==> src/rtl/mecanismo_puertas_if.sv <==
// Door-control interface: command and sensor toward the actuator,
// status, timeout and position back to the controller.
interface mecanismo_puertas_if #(
  parameter int CNT_W = 8
);
  logic [1:0]       salida_puertas;
  logic             sensor;
  logic [1:0]       puertas;
  logic             timeout;
  logic [CNT_W-1:0] posicion;

  modport master (
    output salida_puertas,
    output sensor,
    input  puertas,
    input  timeout,
    input  posicion
  );

  modport slave (
    input  salida_puertas,
    input  sensor,
    output puertas,
    output timeout,
    output posicion
  );
endinterface

==> src/rtl/mecanismo_puertas.sv <==
// Door actuator: travel position, open-dwell counter and timeout, all registered.
// Optional macro PUERTAS_SENSOR_REVERSA_EN: an obstruction while closing reverses the doors.
module mecanismo_puertas #(
  parameter int T_MOVE = 8,
  parameter int T_OPEN = 50,
  parameter int CNT_W  = 8
) (
  input  logic               clk,
  input  logic               rst,
  mecanismo_puertas_if.slave bus
);

  typedef enum logic [1:0] {
    ST_CLOSED  = 2'b00,
    ST_OPEN    = 2'b01,
    ST_CLOSING = 2'b10,
    ST_OPENING = 2'b11
  } state_t;

  localparam logic [CNT_W-1:0] POS_OPEN  = CNT_W'(T_MOVE);
  localparam logic [CNT_W-1:0] POS_LAST  = CNT_W'(T_MOVE - 1);
  localparam logic [CNT_W-1:0] DWELL_MAX = CNT_W'(T_OPEN);
  localparam logic [CNT_W-1:0] ONE       = CNT_W'(1);

  state_t           state;
  state_t           state_n;
  logic [CNT_W-1:0] pos;
  logic [CNT_W-1:0] pos_n;
  logic [CNT_W-1:0] dwell;
  logic [CNT_W-1:0] dwell_n;
  logic             timeout_q;
  logic             timeout_n;
  logic             cmd_open;
  logic             cmd_close;
  logic             reversa;

  assign cmd_open  = (bus.salida_puertas == 2'b01);
  assign cmd_close = (bus.salida_puertas == 2'b10);

`ifdef PUERTAS_SENSOR_REVERSA_EN
  assign reversa = cmd_open | bus.sensor;
`else
  assign reversa = cmd_open;
`endif

  always_ff @(posedge clk) begin
    if (rst) begin
      state     <= ST_CLOSED;
      pos       <= '0;
      dwell     <= '0;
      timeout_q <= 1'b0;
    end else begin
      state     <= state_n;
      pos       <= pos_n;
      dwell     <= dwell_n;
      timeout_q <= timeout_n;
    end
  end

  // A reversal command wins over reaching the end stop on the same edge.
  always_comb begin
    state_n = state;
    case (state)
      ST_CLOSED:  if (cmd_open) state_n = ST_OPENING;
      ST_OPENING: begin
        if (cmd_close)            state_n = ST_CLOSING;
        else if (pos >= POS_LAST) state_n = ST_OPEN;
      end
      ST_OPEN:    if (cmd_close) state_n = ST_CLOSING;
      ST_CLOSING: begin
        if (reversa)         state_n = ST_OPENING;
        else if (pos <= ONE) state_n = ST_CLOSED;
      end
      default:    state_n = ST_CLOSED;
    endcase
  end

  // Position clamps to the end stops so a reversal at either end never wraps.
  always_comb begin
    pos_n   = pos;
    dwell_n = dwell;
    case (state)
      ST_OPENING: if (!cmd_close) pos_n = (pos >= POS_LAST) ? POS_OPEN : pos + ONE;
      ST_CLOSING: if (!reversa)   pos_n = (pos <= ONE) ? '0 : pos - ONE;
      ST_OPEN: begin
        if (cmd_open || bus.sensor) dwell_n = '0;
        else if (dwell < DWELL_MAX) dwell_n = dwell + ONE;
      end
      default: ;
    endcase
    if (state_n == ST_OPEN && state != ST_OPEN) dwell_n = '0;
    timeout_n = (state_n == ST_OPEN) && (dwell_n == DWELL_MAX);
  end

  assign bus.puertas  = state;
  assign bus.timeout  = timeout_q;
  assign bus.posicion = pos;

endmodule

==> src/flat_wrapper.sv <==
// flat-port wrapper written by rule: the top's interface ports become plain ports
module mecanismo_puertas_flat 
#(
  parameter int T_MOVE = 8,
  parameter int T_OPEN = 50,
  parameter int CNT_W  = 8
)
  (clk, rst, bus_salida_puertas, bus_sensor, bus_puertas, bus_timeout, bus_posicion);
  mecanismo_puertas_if #(.CNT_W(CNT_W)) bus_i ();
  input  logic clk;
  input  logic rst;
  input wire logic [$bits(bus_i.salida_puertas)-1:0] bus_salida_puertas;
  input wire logic [$bits(bus_i.sensor)-1:0] bus_sensor;
  output wire logic [$bits(bus_i.puertas)-1:0] bus_puertas;
  output wire logic [$bits(bus_i.timeout)-1:0] bus_timeout;
  output wire logic [$bits(bus_i.posicion)-1:0] bus_posicion;
  assign bus_i.salida_puertas = bus_salida_puertas;
  assign bus_i.sensor = bus_sensor;
  assign bus_puertas = bus_i.puertas;
  assign bus_timeout = bus_i.timeout;
  assign bus_posicion = bus_i.posicion;
  mecanismo_puertas #(.T_MOVE(T_MOVE), .T_OPEN(T_OPEN), .CNT_W(CNT_W)) u_core (.clk(clk), .rst(rst), .bus(bus_i));
endmodule
==> config.mk <==
export PLATFORM = sky130hd
export DESIGN_NAME = mecanismo_puertas_flat
export DESIGN_NICKNAME = d
export VERILOG_FILES = /design/src/rtl/mecanismo_puertas_if.sv /design/src/rtl/mecanismo_puertas.sv /design/src/flat_wrapper.sv
export SDC_FILE = /design/constraint.sdc
export NUM_CORES = 1
export LEC_CHECK = 0
export ABC_AREA = 1
export CAP_MARGIN = 20
export CORE_ASPECT_RATIO = 1.1
export CORE_UTILIZATION = 49
export CTS_CLUSTER_SIZE = 8
export DETAILED_ROUTE_END_ITERATION = 7
export PLACE_DENSITY_LB_ADDON = 0.1
export SLEW_MARGIN = 30
export SYNTH_ARGS = -nofsm -noshare
export SYNTH_HDL_FRONTEND = slang
export SYNTH_SLANG_ARGS = --single-unit
==> constraint.sdc <==
create_clock -name clk -period 1.35 [get_ports clk]
set_clock_uncertainty 0.1 [all_clocks]
set_input_delay 0.135 -clock clk [delete_from_list [all_inputs] [get_ports clk]]
set_output_delay 0.135 -clock clk [all_outputs]
set_load 0.05 [all_outputs]
### After elaboration in Yosys (flattened, before gate mapping)

Cells that the tools add are included.

* divide/modulo/power cells: 0
* bitwise gates (word level): 0
* $add $sub $neg: 3
* mux-type cells: 16
* reductions and logical operators: 6
* equal/unequal tests: 10
* shift operators: 0
* $mul: 0
* magnitude comparators: 3

Operators by type and width (count)
* 2-to-1 mux 8 bit: 8
* adder 8 x 1 -> 8 bit (second input constant): 2
* one-hot mux 8 bit (2 select lines): 1
* 2-to-1 mux 2 bit: 6
* == test 8 x 6 -> 1 bit (second input constant): 1
* >= comparator 8 x 3 -> 1 bit (second input constant): 1
* less-or-equal comparator 8 x 1 -> 1 bit (second input constant): 1
* less-than comparator 8 x 6 -> 1 bit (second input constant): 1
* one-hot mux 2 bit (4 select lines): 1
* subtractor 8 x 1 -> 8 bit (second input constant): 1
* == test 2 x 1 -> 1 bit (second input constant): 3
* == test 2 bit (second input constant): 3
* != test 2 bit (second input constant): 2
* AND reduction 3 bit: 1
* logical AND 1 bit: 2
* logical NOT 2 bit: 1
* != test 2 x 1 -> 1 bit (second input constant): 1
* nonzero test 2 bit: 1
* logical OR 1 bit: 1

* memories: 0
* ROM bits: 0
* bits in registers: 19
* RAM bits: 0
* bits in latches: 0
* word-level logic and storage cells: 42

### Logic depth before layout (Yosys ltp)

* depth after elaboration: 9
* gate-level depth with buffers: 10
* depth with buffers taken out: 10

### Least setup slack after synthesis

Ideal clock, no wire load.

* path kind: register -> register
* start point: register u_core.pos[0], in the netlist u_core.bus.posicion[0]
* end point: register u_core.timeout_q, in the netlist u_core.bus.timeout
* cell stages (with the launch flop): 10
* setup slack: -537 ps
* period minus slack after synthesis: 1887 ps
* setup time: 64 ps
* arrival time: 1723 ps
* path through: dfxtp_1 > ha_1 > nand2_1 > nand4_1 > nand4_1 > nand2_2 > inv_1 > o21ai_1 > nand2_1 > nor2_1

* word-level cells in the longest chain between the ends: 9
* elaborated cells between the ends (all ways): 12
* those cells by class: 2 x order compare; 2 x eq/ne; 6 x mux; 2 x reduce/logical

Ends and longest elaborated chain
* start, declared: RTL line mecanismo_puertas.sv:27 `logic [CNT_W-1:0] pos;`
* start signal, assigned: RTL line mecanismo_puertas.sv:54 `pos <= pos_n;`
* less-or-equal comparator 8 x 1 -> 1 bit / >= comparator 8 x 3 -> 1 bit (equally long branches): RTL line mecanismo_puertas.sv:72, mecanismo_puertas.sv:67
* 2-to-1 mux 2 bit (on tied branches): RTL line mecanismo_puertas.sv:72, mecanismo_puertas.sv:67
* 2-to-1 mux 2 bit (on tied branches): RTL line mecanismo_puertas.sv:71, mecanismo_puertas.sv:66
* one-hot mux 2 bit (4 select lines) (*): RTL line mecanismo_puertas.sv:63 `case (state)`
* == test 2 x 1 -> 1 bit (*): RTL line mecanismo_puertas.sv:91, mecanismo_puertas.sv:92
* logical AND 1 bit: RTL line mecanismo_puertas.sv:91 `if (state_n == ST_OPEN && state != ST_OPEN) dwell_n = '0;`
* 2-to-1 mux 8 bit: RTL line mecanismo_puertas.sv:91
* == test 8 x 6 -> 1 bit: RTL line mecanismo_puertas.sv:92 `timeout_n = (state_n == ST_OPEN) && (dwell_n == DWELL_MAX);`
* logical AND 1 bit (*): RTL line mecanismo_puertas.sv:92
* end signal, assigned: RTL line mecanismo_puertas.sv:56 `timeout_q <= timeout_n;`
* end, declared: RTL line mecanismo_puertas.sv:31 `logic timeout_q;`

Mark *: on every way between the ends. The rest lies on a longest branch, timed or not.
A chain may end at the register's enable or synchronous reset.

### Worst setup path after layout

Ends and elaborated chain as after synthesis.

==> summary.txt <==
Pwr
  • Total power: about 2.0 mW
  • Cell Pwr Density: between 900 and 1000 mW/mm^2
  • Pleak: 1.005 nW
  • Maximum VDD drop: roughly 0.00087 V

Place
  • Gpl congestion: slightly above 0.9
  • Placed cell areas: 0.001846 sq mm
  • DP Cell Count: between 200 and 300
  • Post-DP HPWL: between 2 and 3 mm
  • Placement Setup Slack: -434.0 ps
  • IO buf count: 15

Clock tree
  • Clock sink total: 19
  • Post-CTS Hold Fix Bufs: 0
  • Inserted Clock Buffers: 3
  • Deepest clock path buffer count: 2
  • CTS clk-pin slew, worst paths: roughly 120 ps
  • Clock Latency Late Sink: 310 ps
  • TritonCTS clock tree: built
  • Root buffer cell: clkbuf_4
  • H-tree depth: 1

Logic synthesis
  • Mean area per synthesized cell: between 6 and 7 sq um
  • Gate Count Post-Synth: 182
  • Sequential area share after synthesis: 0.3089
  • Async SR Flop Fraction: 0
  • Ys Warns: 0
  • Top_reg_cell synth: dfxtp_1
  • Post-synth cell types: 31
  • Synth Cell Area: 0.001231 sq mm
  • Number of synthesized flops with an enable pin: 0
  • Mapped Nets: approximately 190
  • Yosys reg bits: 19

Setup path
  • CP Data Required Time: about 1500 ps
  • Critical path startpoint: u_core.bus.posicion[0]
  • Startpoint types: flip-flop
  • Setup CP Type: flip-flop to flip-flop
  • Reg2reg path depth: 8
  • Worst-path fanout max: 7
  • Worst EP arrival: roughly 1900 ps
  • Reg2Reg Launch Point: u_core.bus.posicion[0]
  • Endpoint class of the critical path: flip-flop

Routing
  • Vias: 1502
  • WL final: between 4 and 5 mm
  • Via-to-Cell Ratio: between 5 and 6
  • 1st-iter DRT viols: 39
  • Uppermost routed layer: met4
  • Drt wl/cell: approximately 15 microns
  • DRC violations left: 0
  • Antenna Nets Post-Route: 0
  • M1 wire length: roughly 1.5 mm
  • WL met3: between 200 and 250 microns
  • Met2 WL: between 2 and 2.5 mm
  • Drt first pass iters: 4

Outcome
  • Outcome: finished with violations
  • Failing checks: setup timing

Finish
  • Final net count: 254
  • Commonest non-fill, non-tap cell in the layout: buf_4
  • Fin cells: around 270
  • Post-route cell area: ~0.002 sq mm
  • Most frequent cells in the layout: 42 x buf_4, 30 x nand2_1, 29 x inv_1
  • Area Growth Syn to Fin: 66.36%
  • Filler Cell Count: ~120
  • Ant diodes: 0
  • Layout cells sized above 1: 0.4385
  • Final core utilization: 0.8830

Timing
  • Part of the cycle the worst path needs: 1.286
  • Highest clock rate: between 500 and 600 MHz
  • Final Worst Setup Slack: -385.9 ps
  • Final TNS setup: -4230 ps
  • Fin. Hold Viols: 0
  • Max-slew violation count: 0
  • Worst-Margin Slew: between 300 and 400 ps
  • Slew headroom: 0.7604
  • Final hold slack: around 470 ps
  • Final number of setup-violating endpoints: 18
  • Min Tclk post-route: 1736 ps
  • RSZ-0062 raised after global routing: yes

Hold path
  • Min-Delay Path Class: flip-flop to flip-flop
  • Hold Crit Depth: 3
  • Worst Hold Launch: u_core.dwell[6]

Global routing
  • Global Route Usage Sum: 0.2922
  • First-pass GRT wire length: between 5 and 6 mm
  • Pin count of the biggest net entering global routing: 11
  • Initial antenna violation count: 0
  • Vias in the first global route: between 1000 and 1500
  • Grt ovf: 0

Floorplanning
  • Rows: 18
  • Die height: roughly 55 microns
  • Core area: approximately 0.0023 sq mm
  • # IOs: 16
  • Initial core utilization: 0.5307
  • Die area: about 0.0027 sq mm
  • Chip Width: approximately 50 microns

Run
  • Total of max-cap violations: 0
where the power goes:
part	total [mW]	switching, mW	internal (mW)
registers	0.636	0.0352	0.601
clock network	0.304	0.188	0.115
logic	1.01	0.537	0.477
total	1.95	0.761	1.19
cells by family after synthesis:
| kind of cell | share of synthesized area |
|---|---|
| adder cells (fa/ha/maj) | 0.04065 |
| buffers and inverters | 0.1189 |
| AO/OA/AOI/OAI | 0.1423 |
| XOR/XNOR | 0.03557 |
| AND/OR/NAND/NOR | 0.3537 |
| flip-flops | 0.3089 |
registers in the layout, indices dropped and copies added (netlist names):
name                 count
u_core.bus.posicion      8
u_core.dwell             8
u_core.bus.puertas       2
u_core.bus.timeout       1
metal layers:
layer | track usage | vias up
met5 | 0 | -
met4 | 0.1810 | 0
met3 | 0.05556 | 28
met2 | 0.5698 | 65
met1 | 0.2910 | 696
li1 | - | 713
synthesized netlist by cell type, types with 2 or more instances:
master    instances  area [sq um]
inv_2             2         7.510
inv_1            33         123.9
a21oi_1          10         50.05
nand4_1           6         37.54
nor3_1            8         40.04
ha_1              4         50.05
o21bai_1          2         15.01
nand3_1           9         45.04
nand2_2           2         12.51
nand2_4           3         33.78
xor2_1            4         35.03
o21ai_1           3         15.01
nor2_2            2         12.51
nand2_1          33         123.9
o22ai_1           2         12.51
o21ai_0           8         40.04
nor2_1           19         71.32
dfxtp_1          19         380.4
cell type report:
type | instances | area, sq um | share of cell area
well taps | 30 | 37.54 | 0.01833
repair buffers | 60 | 618.1 | 0.3018
clock buffers | 4 | 26.28 | 0.01283
inverters | 36 | 142.6 | 0.06964
flip-flops and latches | 19 | 404.1 | 0.1973
multi-input cells | 125 | 819.5 | 0.4001
critical path: stages (launching register included):
cell,delay (ps)
dfxtp_4,390
ha_4,170
nand2_4,60
nand4_1,190
nand4_1,220
nand2_2,160
nor3_2,240
nand2_1,70
nor2_1,80
worst paths after layout:
| path | endpoint | slack (ps) |
|---|---|---|
| worst max-delay path | u_core.bus.timeout | -390 |
| worst min-delay path | u_core.bus.timeout | 470 |
| worst max register to register | u_core.bus.timeout | -390 |
| worst min register to register | u_core.bus.timeout | 470 |
repair_timing:
action | in CTS | in global routing
gates cloned | 0 | 0
resized for setup | 12 | 11
setup endpoints to repair | 18 | 19
buffers inserted | 6 | 3
pin swaps | 8 | 8
hold endpoints to repair | 0 | 0
(Power assumes the default switching activity.)
